### src/rtl/mesh_traffic_ctrl.sv
// Configuration store and run sequencer for the 2x4 mesh NoC traffic test.
// Optional watchdog enabled by defining MESH_TRAFFIC_CTRL_TIMEOUT_EN.
module mesh_traffic_ctrl #(
  parameter int              FLUSH_CYCLES = 4,
  parameter int              CNT_W        = 16,
  parameter logic [CNT_W-1:0] TIMEOUT     = 16'hFFFF
) (
  input  logic              clk,
  input  logic              rst,
  input  logic              cfg_we,
  input  logic [3:0]        cfg_addr,
  input  logic [31:0]       cfg_wdata,
  input  logic [7:0]        run_mask,
  input  logic              start,
  input  logic              abort,
  input  logic [7:0]        pe_task_send_finish_flag,
  input  logic [7:0]        pe_task_receive_finish_flag,
  output logic [7:0]        pe_enable,
  output logic [7:0]        pe_dbg_mode_wire,
  output logic [23:0]       pe_send_num_wire,
  output logic [23:0]       pe_receive_num_wire,
  output logic [31:0]       pe_rate_wire,
  output logic [31:0]       pe_mode_wire,
  output logic [191:0]      pe_dst_seq_wire,
  output logic [7:0]        pe_flush_wire,
  output logic              busy,
  output logic              done,
  output logic              timeout_err,
  output logic [CNT_W-1:0]  run_cycles
);

  typedef enum logic [2:0] {
    S_IDLE,
    S_FLUSH,
    S_RUN,
    S_DONE,
    S_ERR
  } state_t;

  state_t state, state_next;

  logic [7:0]  mask;
  logic [3:0]  flush_cnt;
  logic        cfg_open;
  logic        complete;
  logic        timeout_hit;

  logic [2:0]  send_num    [8];
  logic [2:0]  receive_num [8];
  logic [3:0]  rate        [8];
  logic [3:0]  mode        [8];
  logic        dbg_mode    [8];
  logic [23:0] dst_seq     [8];

  assign cfg_open = (state == S_IDLE) || (state == S_DONE) || (state == S_ERR);

  // Flags seen in the first RUN cycle may be left over from a previous run.
  assign complete = (run_cycles != '0)
                 && ((pe_task_send_finish_flag    & mask) == mask)
                 && ((pe_task_receive_finish_flag & mask) == mask);

`ifdef MESH_TRAFFIC_CTRL_TIMEOUT_EN
  assign timeout_hit = (run_cycles == TIMEOUT);
  assign timeout_err = (state == S_ERR);
`else
  logic unused_timeout;
  assign unused_timeout = ^TIMEOUT;
  assign timeout_hit    = 1'b0;
  assign timeout_err    = 1'b0;
`endif

  logic unused_wdata;
  assign unused_wdata = ^cfg_wdata[31:24];

  always_ff @(posedge clk or posedge rst) begin
    if (rst) state <= S_IDLE;
    else     state <= state_next;
  end

  // NOTE: every signal driven in always_comb gets a default first so no latch is inferred.
  always_comb begin
    state_next = state;
    if (abort) begin
      state_next = S_IDLE;
    end else begin
      unique case (state)
        S_IDLE, S_DONE, S_ERR: if (start) state_next = S_FLUSH;
        S_FLUSH: if (flush_cnt == 4'd1) state_next = (mask == '0) ? S_DONE : S_RUN;
        S_RUN: begin
          if (complete)         state_next = S_DONE;
          else if (timeout_hit) state_next = S_ERR;
        end
        default: state_next = S_IDLE;
      endcase
    end
  end

  always_ff @(posedge clk or posedge rst) begin
    if (rst) begin
      mask       <= '0;
      flush_cnt  <= '0;
      run_cycles <= '0;
    end else if (!abort) begin
      if (cfg_open && start) begin
        mask       <= run_mask;
        run_cycles <= '0;
        flush_cnt  <= 4'(FLUSH_CYCLES);
      end
      if (state == S_FLUSH) flush_cnt <= flush_cnt - 4'd1;
      if (state == S_RUN && run_cycles != '1) run_cycles <= run_cycles + 1'b1;
    end
  end

  // NOTE: the config arrays are small flop banks, so they take the async reset like any other state.
  always_ff @(posedge clk or posedge rst) begin
    if (rst) begin
      for (int i = 0; i < 8; i++) begin
        send_num[i]    <= '0;
        receive_num[i] <= '0;
        rate[i]        <= '0;
        mode[i]        <= '0;
        dbg_mode[i]    <= 1'b0;
        dst_seq[i]     <= '0;
      end
    end else if (cfg_we && cfg_open) begin
      if (cfg_addr[3]) begin
        dst_seq[cfg_addr[2:0]] <= cfg_wdata[23:0];
      end else begin
        send_num[cfg_addr[2:0]]    <= cfg_wdata[2:0];
        receive_num[cfg_addr[2:0]] <= cfg_wdata[6:4];
        rate[cfg_addr[2:0]]        <= cfg_wdata[11:8];
        mode[cfg_addr[2:0]]        <= cfg_wdata[15:12];
        dbg_mode[cfg_addr[2:0]]    <= cfg_wdata[16];
      end
    end
  end

  always_comb begin
    pe_send_num_wire    = '0;
    pe_receive_num_wire = '0;
    pe_rate_wire        = '0;
    pe_mode_wire        = '0;
    pe_dbg_mode_wire    = '0;
    pe_dst_seq_wire     = '0;
    for (int i = 0; i < 8; i++) begin
      pe_send_num_wire[3*i +: 3]    = send_num[i];
      pe_receive_num_wire[3*i +: 3] = receive_num[i];
      pe_rate_wire[4*i +: 4]        = rate[i];
      pe_mode_wire[4*i +: 4]        = mode[i];
      pe_dbg_mode_wire[i]           = dbg_mode[i];
      pe_dst_seq_wire[24*i +: 24]   = dst_seq[i];
    end
  end

  assign pe_enable     = (state == S_RUN)   ? mask : '0;
  assign pe_flush_wire = (state == S_FLUSH) ? mask : '0;
  assign busy          = (state == S_FLUSH) || (state == S_RUN);
  assign done          = (state == S_DONE);

endmodule

### config.mk
export PLATFORM = sky130hd
export DESIGN_NAME = mesh_traffic_ctrl
export DESIGN_NICKNAME = d
export VERILOG_FILES = /design/src/rtl/mesh_traffic_ctrl.sv
export SDC_FILE = /design/constraint.sdc
export NUM_CORES = 1
export LEC_CHECK = 0
export ABC_AREA = 1
export CAP_MARGIN = 0
export CORE_ASPECT_RATIO = 1.5
export CORE_MARGIN = 1
export CORE_UTILIZATION = 45
export DETAILED_ROUTE_END_ITERATION = 10
export PLACE_DENSITY = 0.79
export SLEW_MARGIN = 20
export SYNTH_ARGS = -nofsm -noshare
export SYNTH_HDL_FRONTEND = slang
export SYNTH_SLANG_ARGS = --single-unit
### constraint.sdc
create_clock -name clk -period 14.9 [get_ports clk]
set_clock_uncertainty 0.15 [all_clocks]
set_input_delay 2.98 -clock clk [delete_from_list [all_inputs] [get_ports clk]]
set_output_delay 2.98 -clock clk [all_outputs]
set_load 0.02 [all_outputs]
==> results of run 1 <==
synth_stat cells (all sizes together):
| cell type | instances |
|---|---|
| a211oi | 1 |
| a21oi | 51 |
| buf | 30 |
| clkbuf | 55 |
| conb | 1 |
| dfrtp | 342 |
| ha | 7 |
| inv | 81 |
| nand2 | 379 |
| nand3 | 22 |
| nand4 | 4 |
| nor2 | 87 |
| nor3 | 11 |
| nor4 | 2 |
| o21ai | 280 |
| o22ai | 1 |
| xnor2 | 1 |
| xor2 | 14 |
stage by stage:
step | worst slack [ns] | std cells | hold WS [ns] | power, W | instance area, sq um
final | 9.502 | 2143 | 0.3319 | 0.004500 | 18470
after global routing | 9.357 | 2143 | 0.3522 | 0.004730 | 18470
after CTS | 9.480 | 2142 | 0.3361 | 0.004520 | 18460
after detailed placement | 9.127 | 2083 | 0.3220 | 0.003670 | 17380
after global placement | 9.249 | 2083 | 0.3155 | 0.003614 | 17380
after floorplan | 2.290 | 1369 | 0.3351 | 0.002568 | 13160
logic make-up after synthesis:
group / Yosys count / share of synthesized area [%]
simple gates: 505 / 15.19
fa+ha+maj: 7 / 0.6654
xor+xnor: 15 / 0.9982
compound gates: 333 / 12.83
other cells: 1 / 0.02849
buf+inv: 166 / 5.257
flops: 342 / 65.03
registers in the layout, indices dropped and copies added, names as in the netlist:
signal and flops:
pe_dbg_mode_wire 8, flush_cnt 4, state 2, mask 8
pe_rate_wire 32, pe_dst_seq_wire 192, run_cycles 16, pe_send_num_wire 24
pe_mode_wire 32, pe_receive_num_wire 24
metal layers:
metal,track usage (%),share of wire (%),vias to the layer above
met3,7.555,7.9,108
met5,0,0,-
li1,-,-,5106
met2,47.73,50,475
met4,12.64,4.6,0
met1,31.35,37,5274
path summary, 6_finish.rpt:
check / start / endpoint / slack [ns] / cells after the start
worst min-delay path: pe_dst_seq_wire[111] / pe_dst_seq_wire[111] / 0.33 / 2
min in group asynchronous: rst / pe_rate_wire[3] / 2.90 / 2
worst max-delay path: state[1] / pe_flush_wire[3] / 9.50 / 5
max in group asynchronous: rst / run_cycles[3] / 10.17 / 3
worst max register to register: state[0] / pe_rate_wire[23] / 11.78 / 6
worst min register to register: pe_dst_seq_wire[111] / pe_dst_seq_wire[111] / 0.33 / 2
tightest hold or removal path, delay by kind of cell (launching register included):
family	cells	cell delay, ns
AO/OA/AOI/OAI	1	0.06
flip-flops	1	0.34
AND/OR/NAND/NOR	1	0.05
layout make-up:
class / count / area (sq um) / share of cell area, %
clock inverters: 8 / 76.32 / 0.4133
multi-input cells: 861 / 3936 / 21.32
well taps: 390 / 488.0 / 2.642
repair buffers: 410 / 4100 / 22.20
clock buffers: 51 / 996.0 / 5.393
flip-flops and latches: 342 / 8558 / 46.34
inverters: 81 / 311.5 / 1.687
cells in the final DEF (no fill, tap or decap), types with 10 or more instances in the layout:
cell type / netlist / final
o21ai_0: 269 / 269
clkdlybuf4s50_1: 0 / 402
nand3_1: 20 / 20
nor2_1: 85 / 85
clkbuf_1: 55 / 10
a21oi_1: 51 / 51
nand2_1: 377 / 374
clkbuf_16: 0 / 35
xor2_1: 14 / 14
inv_1: 79 / 78
dfrtp_1: 342 / 342
power by group through the flow:
stage                     combinational [W]  clock, W  sequential, W
after global routing                0.00220  0.000883        0.00165
final                               0.00207  0.000830        0.00160
after global placement              0.00203         0        0.00159
after floorplan                    0.000468         0        0.00210
after detailed placement            0.00206         0        0.00161
after CTS                           0.00208  0.000843        0.00160
==> results.sh, run 1 <==
export IMPL_dpl_hpwl_microns=27780
export IMPL_path_buf_inv=3
export IMPL_worstPathMaxFanout=11
export IMPL_cts_made_buffers=34
export IMPL_final_util_pct=64.30
export IMPL_p_comb_share_pct=45.9
export IMPL_rows=76
export IMPL_max_freq_mhz=185.2
export IMPL_place_congestion=0.8864
export IMPL_drt_pass1_iterations=5
export IMPL_crit_arrival_ns=2.27
export IMPL_p_int_w=0.002759
export IMPL_core_area_sq_mm=0.02872
export IMPL_clk_pin_slew_worst_paths_ns=0.06
export IMPL_fin_nets=1802
export IMPL_antenna_found_initial=0
export IMPL_grt_max_degree=152
export IMPL_post_cts_buffers=0
export IMPL_setup_tns_ns=0
export IMPL_swShare_pct=38.68
export IMPL_p_sw_w=0.001741
export IMPL_synth_cell_types=28
export IMPL_period_needed_ns=5.398
export IMPL_synth_seq_area_share_pct=65.03
export IMPL_avgSynthCellArea_sq_um=9.614
export IMPL_drc_errors=0
export IMPL_crit_type="reg -> out"
export IMPL_cts_buffer_depth=3
export IMPL_num_fill_cells=2298
export IMPL_routedWlPerCell_microns=19.07
export IMPL_die_w_microns=141.6
export IMPL_cap_viol_max_count=0
export IMPL_cpLargestDelayFamily="buffers and inverters"
export IMPL_finalWirelength_microns=40860
export IMPL_ys_warn_count=0
export IMPL_cts_tree="yes"
export IMPL_viasPerCell=5.116
export IMPL_synth_top_area_share_pct=65.03
export IMPL_grt_overflow=0
export IMPL_cts_resized=0
export IMPL_antenna_cells=0
export IMPL_slew_headroom_pct=27.29
export IMPL_dieArea_sq_mm=0.02995
export IMPL_syn_to_final_growth_pct=40.31
export IMPL_cp_common_cell="inv_1"
export IMPL_timing_final_crit_share_pct=36.23
export IMPL_cp_start_kind="flop"
export IMPL_p_per_area_mw_per_mm2=243.7
export IMPL_gr_usage_all_layers_pct=27.49
export IMPL_boundaryPins=412
export IMPL_clk_latency_ns=0.51
export IMPL_ir_drop_uv=173.5
export IMPL_end_kind="output port"
export IMPL_seqPwrFrac_pct=35.6
export IMPL_ant_nets=0
export IMPL_hold_buffers=0
export IMPL_crit_chain="inv_1 > ha_1 > nand2_1 > inv_1 > clkdlybuf4s50_1"
export IMPL_clockRootBuffer="clkbuf_16"
export IMPL_critPathMaxStageDelay_ns=0.60
export IMPL_drive_gt1_share_pct=4.450
export IMPL_rsz0062_at_grt="false"
export IMPL_worst_pin_slew_ns=1.088
export IMPL_drt_initial_drc_count=598
export IMPL_synth_nets=1441
export IMPL_cp_slowest_cell="clkdlybuf4s50_1"
export IMPL_ys_ff_latch=342
export IMPL_syn_area_sq_mm=0.01316
export IMPL_post_synth_top_area_cell="dfrtp_1"
export IMPL_portBuffers=402
export IMPL_grt_pass1_wl_microns=61770
export IMPL_clock_sinks=342
export IMPL_die_h_microns=211.5
export IMPL_syn_inst=1369
export IMPL_cp_data_required_time_ns=11.77
export IMPL_synth_top_cells_by_area="dfrtp_1 65%, nand2_1 11%, o21ai_0 10%, nor2_1 2.4%, inv_1 2.3%"
export IMPL_status="finished, final reports clean"
export IMPL_first_global_vias=10837
export IMPL_finalHoldViolations=0
export IMPL_drv_slew=0
export IMPL_p_leak_nw=8.465
export IMPL_power_frac_clock_pct=18.4
export IMPL_start_util_pct=45.83
export IMPL_cts_max_level=2
export IMPL_hp_class="reg -> reg"
export IMPL_setup_viol=0
export IMPL_vias=10963
(Power assumes the default switching activity.)
==> run 2: changes to the inputs <==
CORE_UTILIZATION = 42   (was 45)
PLACE_DENSITY = 0.77   (was 0.79)
clock period = 4.7 ns   (was 14.9 ns; I/O delays follow)
==> results.sh, run 2 (synthesis results as in run 1) <==
export IMPL_status="finished, final reports clean"
export IMPL_cts_max_level=2
export IMPL_clock_sinks=342
export IMPL_viasPerCell=5.115
export IMPL_syn_to_final_growth_pct=41.52
export IMPL_core_area_sq_mm=0.03094
export IMPL_ir_drop_uv=584.5
export IMPL_swShare_pct=38.59
export IMPL_layout_commonest_cell="clkdlybuf4s50_1"
export IMPL_drc_errors=0
export IMPL_routedWlPerCell_microns=19.44
export IMPL_grt_max_degree=104
export IMPL_worstPathMaxFanout=12
export IMPL_max_freq_mhz=288.8
export IMPL_drt_initial_drc_count=623
export IMPL_p_leak_nw=8.523
export IMPL_finalHoldViolations=0
export IMPL_r2r_slack_ns=1.97
export IMPL_final_cell_mix="402 x clkdlybuf4s50_1, 374 x nand2_1, 342 x dfrtp_1"
export IMPL_end_kind="output port"
export IMPL_rows=79
export IMPL_cp_start_kind="flop"
export IMPL_die_w_microns=146.5
export IMPL_dpl_hpwl_microns=28770
export IMPL_crit_arrival_ns=2.37
export IMPL_portBuffers=402
export IMPL_setup_viol=0
export IMPL_whs_path_depth=2
export IMPL_die_h_microns=218.8
export IMPL_r2r_start="state[0]"
export IMPL_antenna_cells=0
export IMPL_crit_type="reg -> out"
export IMPL_cap_viol_max_count=0
export IMPL_drv_slew=0
export IMPL_min_from="pe_mode_wire[5]"
export IMPL_slew_headroom_pct=31.85
export IMPL_rr_worst_depth=6
export IMPL_start_util_pct=42.54
export IMPL_largest_reg_flops=192
export IMPL_p_comb_share_pct=45.5
export IMPL_first_global_vias=10915
export IMPL_drive_gt1_share_pct=5.275
export IMPL_setup_tns_ns=0
export IMPL_r2r_end="pe_mode_wire[7]"
export IMPL_timing_final_crit_share_pct=73.66
export IMPL_rsz0062_at_grt="false"
export IMPL_cts_made_buffers=34
export IMPL_p_int_w=0.008858
export IMPL_period_needed_ns=3.462
export IMPL_worst_pin_slew_ns=1.020
export IMPL_boundaryPins=412
export IMPL_clk_pin_slew_worst_paths_ns=0.06
export IMPL_p_per_area_mw_per_mm2=774.3
export IMPL_drt_pass1_iterations=5
export IMPL_finalWirelength_microns=42140
export IMPL_grt_pass1_wl_microns=63380
export IMPL_fin_cells=2168
export IMPL_cts_resized=0
export IMPL_gr_usage_all_layers_pct=26.23
export IMPL_hp_class="reg -> reg"
export IMPL_post_cts_buffers=0
export IMPL_clk_latency_ns=0.51
export IMPL_cts_tree="yes"
export IMPL_grt_overflow=0
export IMPL_antenna_found_initial=4
export IMPL_power_frac_clock_pct=19.3
export IMPL_dieArea_sq_mm=0.03206
export IMPL_hold_end="pe_mode_wire[5]"
export IMPL_place_congestion=0.8799
export IMPL_clockRootBuffer="clkbuf_16"
export IMPL_place_inst=2107
export IMPL_cts_buffer_depth=3
export IMPL_seqPwrFrac_pct=35.2
export IMPL_fin_nets=1810
export IMPL_cp_data_required_time_ns=3.61
export IMPL_hold_buffers=0
export IMPL_p_sw_w=0.005565
export IMPL_vias=11090
export IMPL_ant_nets=0
run 2: changes by cell type in the layout (fill, tap and decap cells not counted), sizes merged:
cell	change
buf	+8
clkinvlp	+6
clkbuf	-2
bufinv	+1
clkinv	-3
run 2: worst max-delay path by stage:
stage | start | endpoint | slack (ns) | cells past startpoint
floorplan | rst | flush_cnt[0] | -0.96 | 1
global placement | cfg_addr[0] | pe_send_num_wire[3] | 1.45 | 5
detailed placement | cfg_addr[1] | pe_receive_num_wire[7] | 1.36 | 5
CTS | state[0] | pe_enable[7] | 1.21 | 5
global route | state[0] | pe_enable[7] | 1.12 | 5
finish | state[0] | pe_enable[7] | 1.24 | 5
run 2: layout make-up:
type | instances | area, sq um
Clock buffer | 49 | 1018
Clock inverter | 12 | 130.1
Fill cell | 2547 | 12310
Inverter | 81 | 307.8
Multi-Input combinational cell | 861 | 3936
Sequential cell | 342 | 8558
Tap cell | 405 | 506.7
Timing Repair Buffer | 418 | 4169
run 2: critical path, stage by stage, from the launching register on:
cell             delay, ns
dfrtp_1               0.41
inv_1                 0.08
ha_1                  0.52
nand2_1               0.16
inv_1                 0.09
clkdlybuf4s50_1       0.59
run 2: power groups by stage:
stage               registers, W  logic, W  clock network, W
CTS                      0.00507   0.00660           0.00283
global placement         0.00503   0.00645                 0
floorplan                0.00666   0.00148                 0
global route             0.00524   0.00697           0.00293
detailed placement       0.00510   0.00656                 0
finish                   0.00508   0.00656           0.00278
run 2: layer usage:
metal	wire length [microns]	share of wire (%)	global-route usage, %	up-vias
met5	13	0.031	0	-
met2	20830	49	45.25	464
met1	15860	38	30.07	5384
li1	-	-	-	5129
met3	3319	7.9	6.923	111
met4	2116	5.0	13.09	2
run 2: stage by stage:
| stage | power, W | worst slack [ns] | area (sq um) | util, % | hold WS (ns) |
|---|---|---|---|---|---|
| after floorplan | 0.008143 | -0.9645 | 13170 | - | 0.3351 |
| after global placement | 0.01148 | 1.455 | 17480 | 56.49 | 0.3152 |
| after detailed placement | 0.01166 | 1.362 | 17480 | 56.49 | 0.3217 |
| after CTS | 0.01450 | 1.215 | 18630 | 60.21 | 0.3367 |
| after global routing | 0.01513 | 1.123 | 18630 | 60.21 | 0.3488 |
| final | 0.01442 | 1.238 | 18630 | 60.21 | 0.3305 |
==> run 3: changes to the inputs <==
CORE_UTILIZATION = 45   (was 42)
PLACE_DENSITY = 0.79   (was 0.77)
clock period = 3.4 ns   (was 4.7 ns; I/O delays follow)
==> results.sh, run 3 (synthesis results as in run 1) <==
export IMPL_drt_pass1_iterations=5
export IMPL_setup_viol=0
export IMPL_clockRootBuffer="clkbuf_16"
export IMPL_portBuffers=402
export IMPL_worst_pin_slew_ns=0.9487
export IMPL_seqPwrFrac_pct=35.3
export IMPL_swShare_pct=38.36
export IMPL_routedWlPerCell_microns=19.60
export IMPL_viasPerCell=5.190
export IMPL_drt_initial_drc_count=644
export IMPL_rows=76
export IMPL_grt_pass1_wl_microns=63740
export IMPL_worstPathMaxFanout=12
export IMPL_first_global_vias=11244
export IMPL_p_comb_share_pct=45.5
export IMPL_cap_viol_max_count=0
export IMPL_cts_buffer_depth=3
export IMPL_syn_to_final_growth_pct=42.11
export IMPL_power_frac_clock_pct=19.2
export IMPL_period_needed_ns=3.271
export IMPL_die_w_microns=141.6
export IMPL_hp_class="in -> async"
export IMPL_status="finished, final reports clean"
export IMPL_p_per_area_mw_per_mm2=1070
export IMPL_max_freq_mhz=305.7
export IMPL_crit_type="reg -> out"
export IMPL_p_leak_nw=8.581
export IMPL_hold_buffers=0
export IMPL_p_int_w=0.01233
export IMPL_start_util_pct=45.83
export IMPL_final_cell_mix="402 x clkdlybuf4s50_1, 374 x nand2_1, 342 x dfrtp_1"
export IMPL_post_cts_buffers=0
export IMPL_cp_start_kind="flop"
export IMPL_die_h_microns=211.5
export IMPL_fin_nets=1819
export IMPL_ant_nets=0
export IMPL_ir_drop_uv=808.5
export IMPL_slew_headroom_pct=36.68
export IMPL_cp_data_required_time_ns=2.57
export IMPL_largest_reg_flops=192
export IMPL_placed_cell_area_sq_mm=0.01756
export IMPL_cts_max_level=1
export IMPL_cts_resized=0
export IMPL_finalWirelength_microns=42390
export IMPL_layout_commonest_cell="clkdlybuf4s50_1"
export IMPL_crit_arrival_ns=2.44
export IMPL_drc_errors=0
export IMPL_cts_tree="yes"
export IMPL_final_util_pct=65.13
export IMPL_antenna_found_initial=2
export IMPL_gr_usage_all_layers_pct=28.31
export IMPL_vias=11226
export IMPL_timing_final_crit_share_pct=96.21
export IMPL_p_sw_w=0.007676
export IMPL_cts_made_buffers=31
export IMPL_end_kind="output port"
export IMPL_rsz0062_at_grt="false"
export IMPL_drv_slew=0
export IMPL_grt_max_degree=107
export IMPL_dieArea_sq_mm=0.02995
export IMPL_dpl_hpwl_microns=28860
export IMPL_core_area_sq_mm=0.02872
export IMPL_final_cell_area_sq_mm=0.01870
export IMPL_whs_ns=0.2815
export IMPL_clock_sinks=342
export IMPL_place_congestion=0.8807
export IMPL_finalHoldViolations=0
export IMPL_boundaryPins=412
export IMPL_clk_pin_slew_worst_paths_ns=0.06
export IMPL_grt_overflow=0
export IMPL_clk_latency_ns=0.57
export IMPL_drive_gt1_share_pct=5.643
==> run 3: cell types whose count changed in the layout (fill, tap and decap cells not counted) <==
cell and change:
clkinv_2 -1, buf_4 +11, clkinvlp_4 -3, bufinv_16 +4, inv_6 -1, buf_12 +1
clkbuf_1 +2, diode_2 +1, clkbuf_16 -4
==> run 3: layout make-up <==
class / count / area (sq um)
fillers: 2304 / 10010
flip-flops and latches: 342 / 8558
repair buffers: 430 / 4272
multi-input cells: 861 / 3936
clock buffers: 47 / 925.9
well taps: 390 / 488.0
inverters: 81 / 307.8
clock inverters: 11 / 214.0
diodes: 1 / 2.502
==> run 3: routing by layer <==
metal | wire [microns] | vias up | part of all wire (%) | GRT usage [%]
met1 | 15430 | 5475 | 36 | 31.92
met4 | 2056 | 0 | 4.8 | 14.13
met3 | 3417 | 111 | 8.1 | 6.650
met5 | 0 | - | 0 | 0
met2 | 21490 | 499 | 51 | 49.89
li1 | - | 5141 | - | -
==> run 3: final timing paths <==
check | from | endpoint | slack, ns | cells after the start
worst max-delay path | state[0] | pe_enable[3] | 0.13 | 5
worst min-delay path | rst | pe_dst_seq_wire[189] | 0.28 | 2
worst max register to register | state[0] | pe_rate_wire[18] | 0.77 | 6
worst min register to register | pe_send_num_wire[0] | pe_send_num_wire[0] | 0.33 | 2
max in group asynchronous | rst | pe_dst_seq_wire[135] | 1.95 | 3
min in group clk | pe_send_num_wire[0] | pe_send_num_wire[0] | 0.33 | 2
==> run 3: critical path: stages, from the launching register on <==
cell and delay, ns:
dfrtp_1 0.41, inv_1 0.08, ha_1 0.52, nand2_1 0.17
inv_1 0.09, clkdlybuf4s50_1 0.60
==> run 3: through the flow <==
| stage | setup WS (ns) | setup TNS (ns) | total power [W] | std cells |
|---|---|---|---|---|
| floorplan | -2.005 | -685.54 | 0.01126 | 1369 |
| global placement | 0.4483 | 0 | 0.01589 | 2104 |
| detailed placement | 0.3389 | 0 | 0.01615 | 2104 |
| CTS | 0.09650 | 0 | 0.02008 | 2162 |
| global route | 0.02436 | 0 | 0.02098 | 2162 |
| finish | 0.1290 | 0 | 0.02001 | 2163 |
==> run 3: power groups by stage <==
stage / Combinational, W / Clock, W / Sequential (W)
after floorplan: 0.00205 / 0 / 0.00921
after global placement: 0.00891 / 0 / 0.00698
after detailed placement: 0.00908 / 0 / 0.00707
after CTS: 0.00914 / 0.00391 / 0.00704
after global routing: 0.00966 / 0.00405 / 0.00727
final: 0.00910 / 0.00385 / 0.00706
==> RTL change (config.mk and constraints of run 2) <==
Change the parameter `CNT_W` from 16 to 18.
--- a/src/rtl/mesh_traffic_ctrl.sv
+++ b/src/rtl/mesh_traffic_ctrl.sv
@@ -2,7 +2,7 @@
 // Optional watchdog enabled by defining MESH_TRAFFIC_CTRL_TIMEOUT_EN.
 module mesh_traffic_ctrl #(
   parameter int              FLUSH_CYCLES = 4,
-  parameter int              CNT_W        = 16,
+  parameter int              CNT_W        = 18,
   parameter logic [CNT_W-1:0] TIMEOUT     = 16'hFFFF
 ) (
   input  logic              clk,
Ports: changed (resized run_cycles); port bits go from 412 to 414. No check against the original RTL was run, so the function may have changed too.
==> RTL change against run 2 <==
Routed wire length rose by 2.0%; first-iteration DRC count fell by 8.0%; largest power group unchanged; global-route usage rose by 0.43 points; design area rose by 1.5%; largest cell class unchanged; synthesized area rose by 2.1%; total power fell by 4.9%; sequential cell count rose by 2; setup slack improved by 0.070 ns.
==> RTL change: results (changes against run 2) <==
Placement
  – DP Area: 0.01782 sq mm (+2.0%)
  – Buffers on Ports: 404 (+0.50%)
  – HPWL Detailed: 29.86 mm (+3.8%)
  – Gpl congestion: 1.035 (+18%)

CTS
  – Clock latency on the worst-skew pair: 0.51 ns (about the same)
  – Clock buffer depth: 3 (unchanged)
  – Hold_buf cts: 0 (unchanged)
  – Post-CTS setup buffer count: 0 (unchanged)
  – H-tree levels: 2 (unchanged)
  – CTS Buf Count: 34 (unchanged)
  – PostCTS Resize Cnt: 0 (unchanged)

Timing
  – Max-slew headroom: 0.3339 (+0.01537)

GRT
  – Initial antenna violation count: 0 (-4)
  – Vias in the first global route: 11460 (+5.0%)
  – GRT met1 Usage: 0.3013 (+0.0006470)
  – Grt met3 use: 0.06247 (-0.006757)
  – First-pass GRT wire length: 66.12 mm (+4.3%)
  – Pin count of the biggest net entering global routing: 87 (-16%)
  – Total GRT Usage: 0.2666 (+0.004310)
  – Met2 Use GR: 0.4580 (+0.005434)

Worst hold path
  – Hold worst-path end: pe_receive_num_wire[4]
  – HP Start: pe_receive_num_wire[4]
  – Worst hold path class: register to register

Power and ir drop
  – Worst vdd ir: 0.0004874 V (-17%)
  – P_leak: 8.676 nW (+1.8%)

Setup path
  – Worst Path Max Fanout: 13 (+1)
  – Critical R2R Capture: pe_send_num_wire[7]
  – Worst Path Arrival: 2.30 ns (-0.07 ns)
  – Reg2Reg Setup Slack: 1.96 ns
  – Crit path launch: state[0]
  – R2R depth: 7 (+1)

Layout
  – Nets@finish: 1854 (+2.4%)
  – Fraction of layout cells with a size suffix above 1: 0.05648 (+0.003727)
  – N_diodes: 0 (unchanged)
  – Max reg flops: 192 (unchanged)

Drt
  – Vias per Instance: 5.168 (+1.0%)
  – Final WL: 42.97 mm (+2.0%)
  – First-iteration detailed-routing DRC count: 573 (-8.0%)

Logic synthesis
  – Netlist cell types: 34 (+21%)
  – Synth Warn #: 0 (unchanged)
  – Syn nets: 1483 (+2.9%)
  – Area contributors post-synth: dfrtp_1 64%, nand2_1 11%, o21ai_0 9.7%
  – Post-synth EDFFs: 0 (unchanged)
  – Most frequent cells after synthesis: 394 x nand2_1, 344 x dfrtp_1, 261 x o21ai_0
  – Sequential share of the synthesized area: 0.6408 (-0.009477)

Outcome
  – Outcome: finished clean
[RTL change: worst reg2reg max path, cell delays in order (launching register included)]
cell and delay, ns:
dfrtp_1 0.39, inv_1 0.06, ha_1 0.46, nand2_1 0.09, nor2_1 0.36, nand2_1 0.70
nand2_1 0.26, o21ai_0 0.12
[RTL change: power breakdown]
group | internal (W) | switching [W] | total [W]
clock network | 0.00155 | 0.00113 | 0.00269
registers | 0.00422 | 0.000774 | 0.00499
logic | 0.00271 | 0.00332 | 0.00603
total | 0.00848 | 0.00523 | 0.0137
[RTL change: kinds of logic (layout without fill, tap and decap cells)]
group                    Yosys count  after routing  share of synthesized area
buffers and inverters            173            568                    0.05327
AND/OR/NAND/NOR                  541            541                     0.1630
adder cells (fa/ha/maj)            7              7                   0.006519
flip-flops                       344            344                     0.6408
AO/OA/AOI/OAI                    332            332                     0.1277
XOR/XNOR                          13             13                   0.008475
other                              1              1                  0.0002791
[RTL change: metal layers]
| metal | part of all wire | vias to the layer above |
|---|---|---|
| met4 | 0.057 | 0 |
| met5 | 0 | - |
| met3 | 0.075 | 127 |
| met1 | 0.36 | 5546 |
| met2 | 0.50 | 501 |
| li1 | - | 5253 |
[RTL change: cell type report]
class,instances,area (sq um)
clock buffer,52,1020
clock inverter,8,73.82
fill,2600,12320
inverter,86,326.6
multi-input combinational,894,4138
sequential,344,8608
tap,405,506.7
timing repair buffer,422,4242
[RTL change: worst max path at each step]
stage	endpoint
global route	pe_enable[7]
finish	pe_enable[3]
CTS	pe_enable[3]
global placement	pe_send_num_wire[7]
detailed placement	pe_send_num_wire[8]
floorplan	flush_cnt[0]
[RTL change: per-stage QoR]
step           cells  hold slack (ns)  utilization  power (W)  setup WS [ns]
6_report        2211           0.3308       0.6056    0.01371          1.308
5_1_grt         2211           0.3422       0.6056    0.01439          1.129
4_1_cts         2211           0.3373       0.6056    0.01379          1.265
3_5_place_dp    2151           0.3213       0.5705    0.01105          1.334
3_3_place_gp    2151           0.3143       0.5705    0.01089          1.451
2_1_floorplan   1411           0.3072            -   0.007767        -0.9925
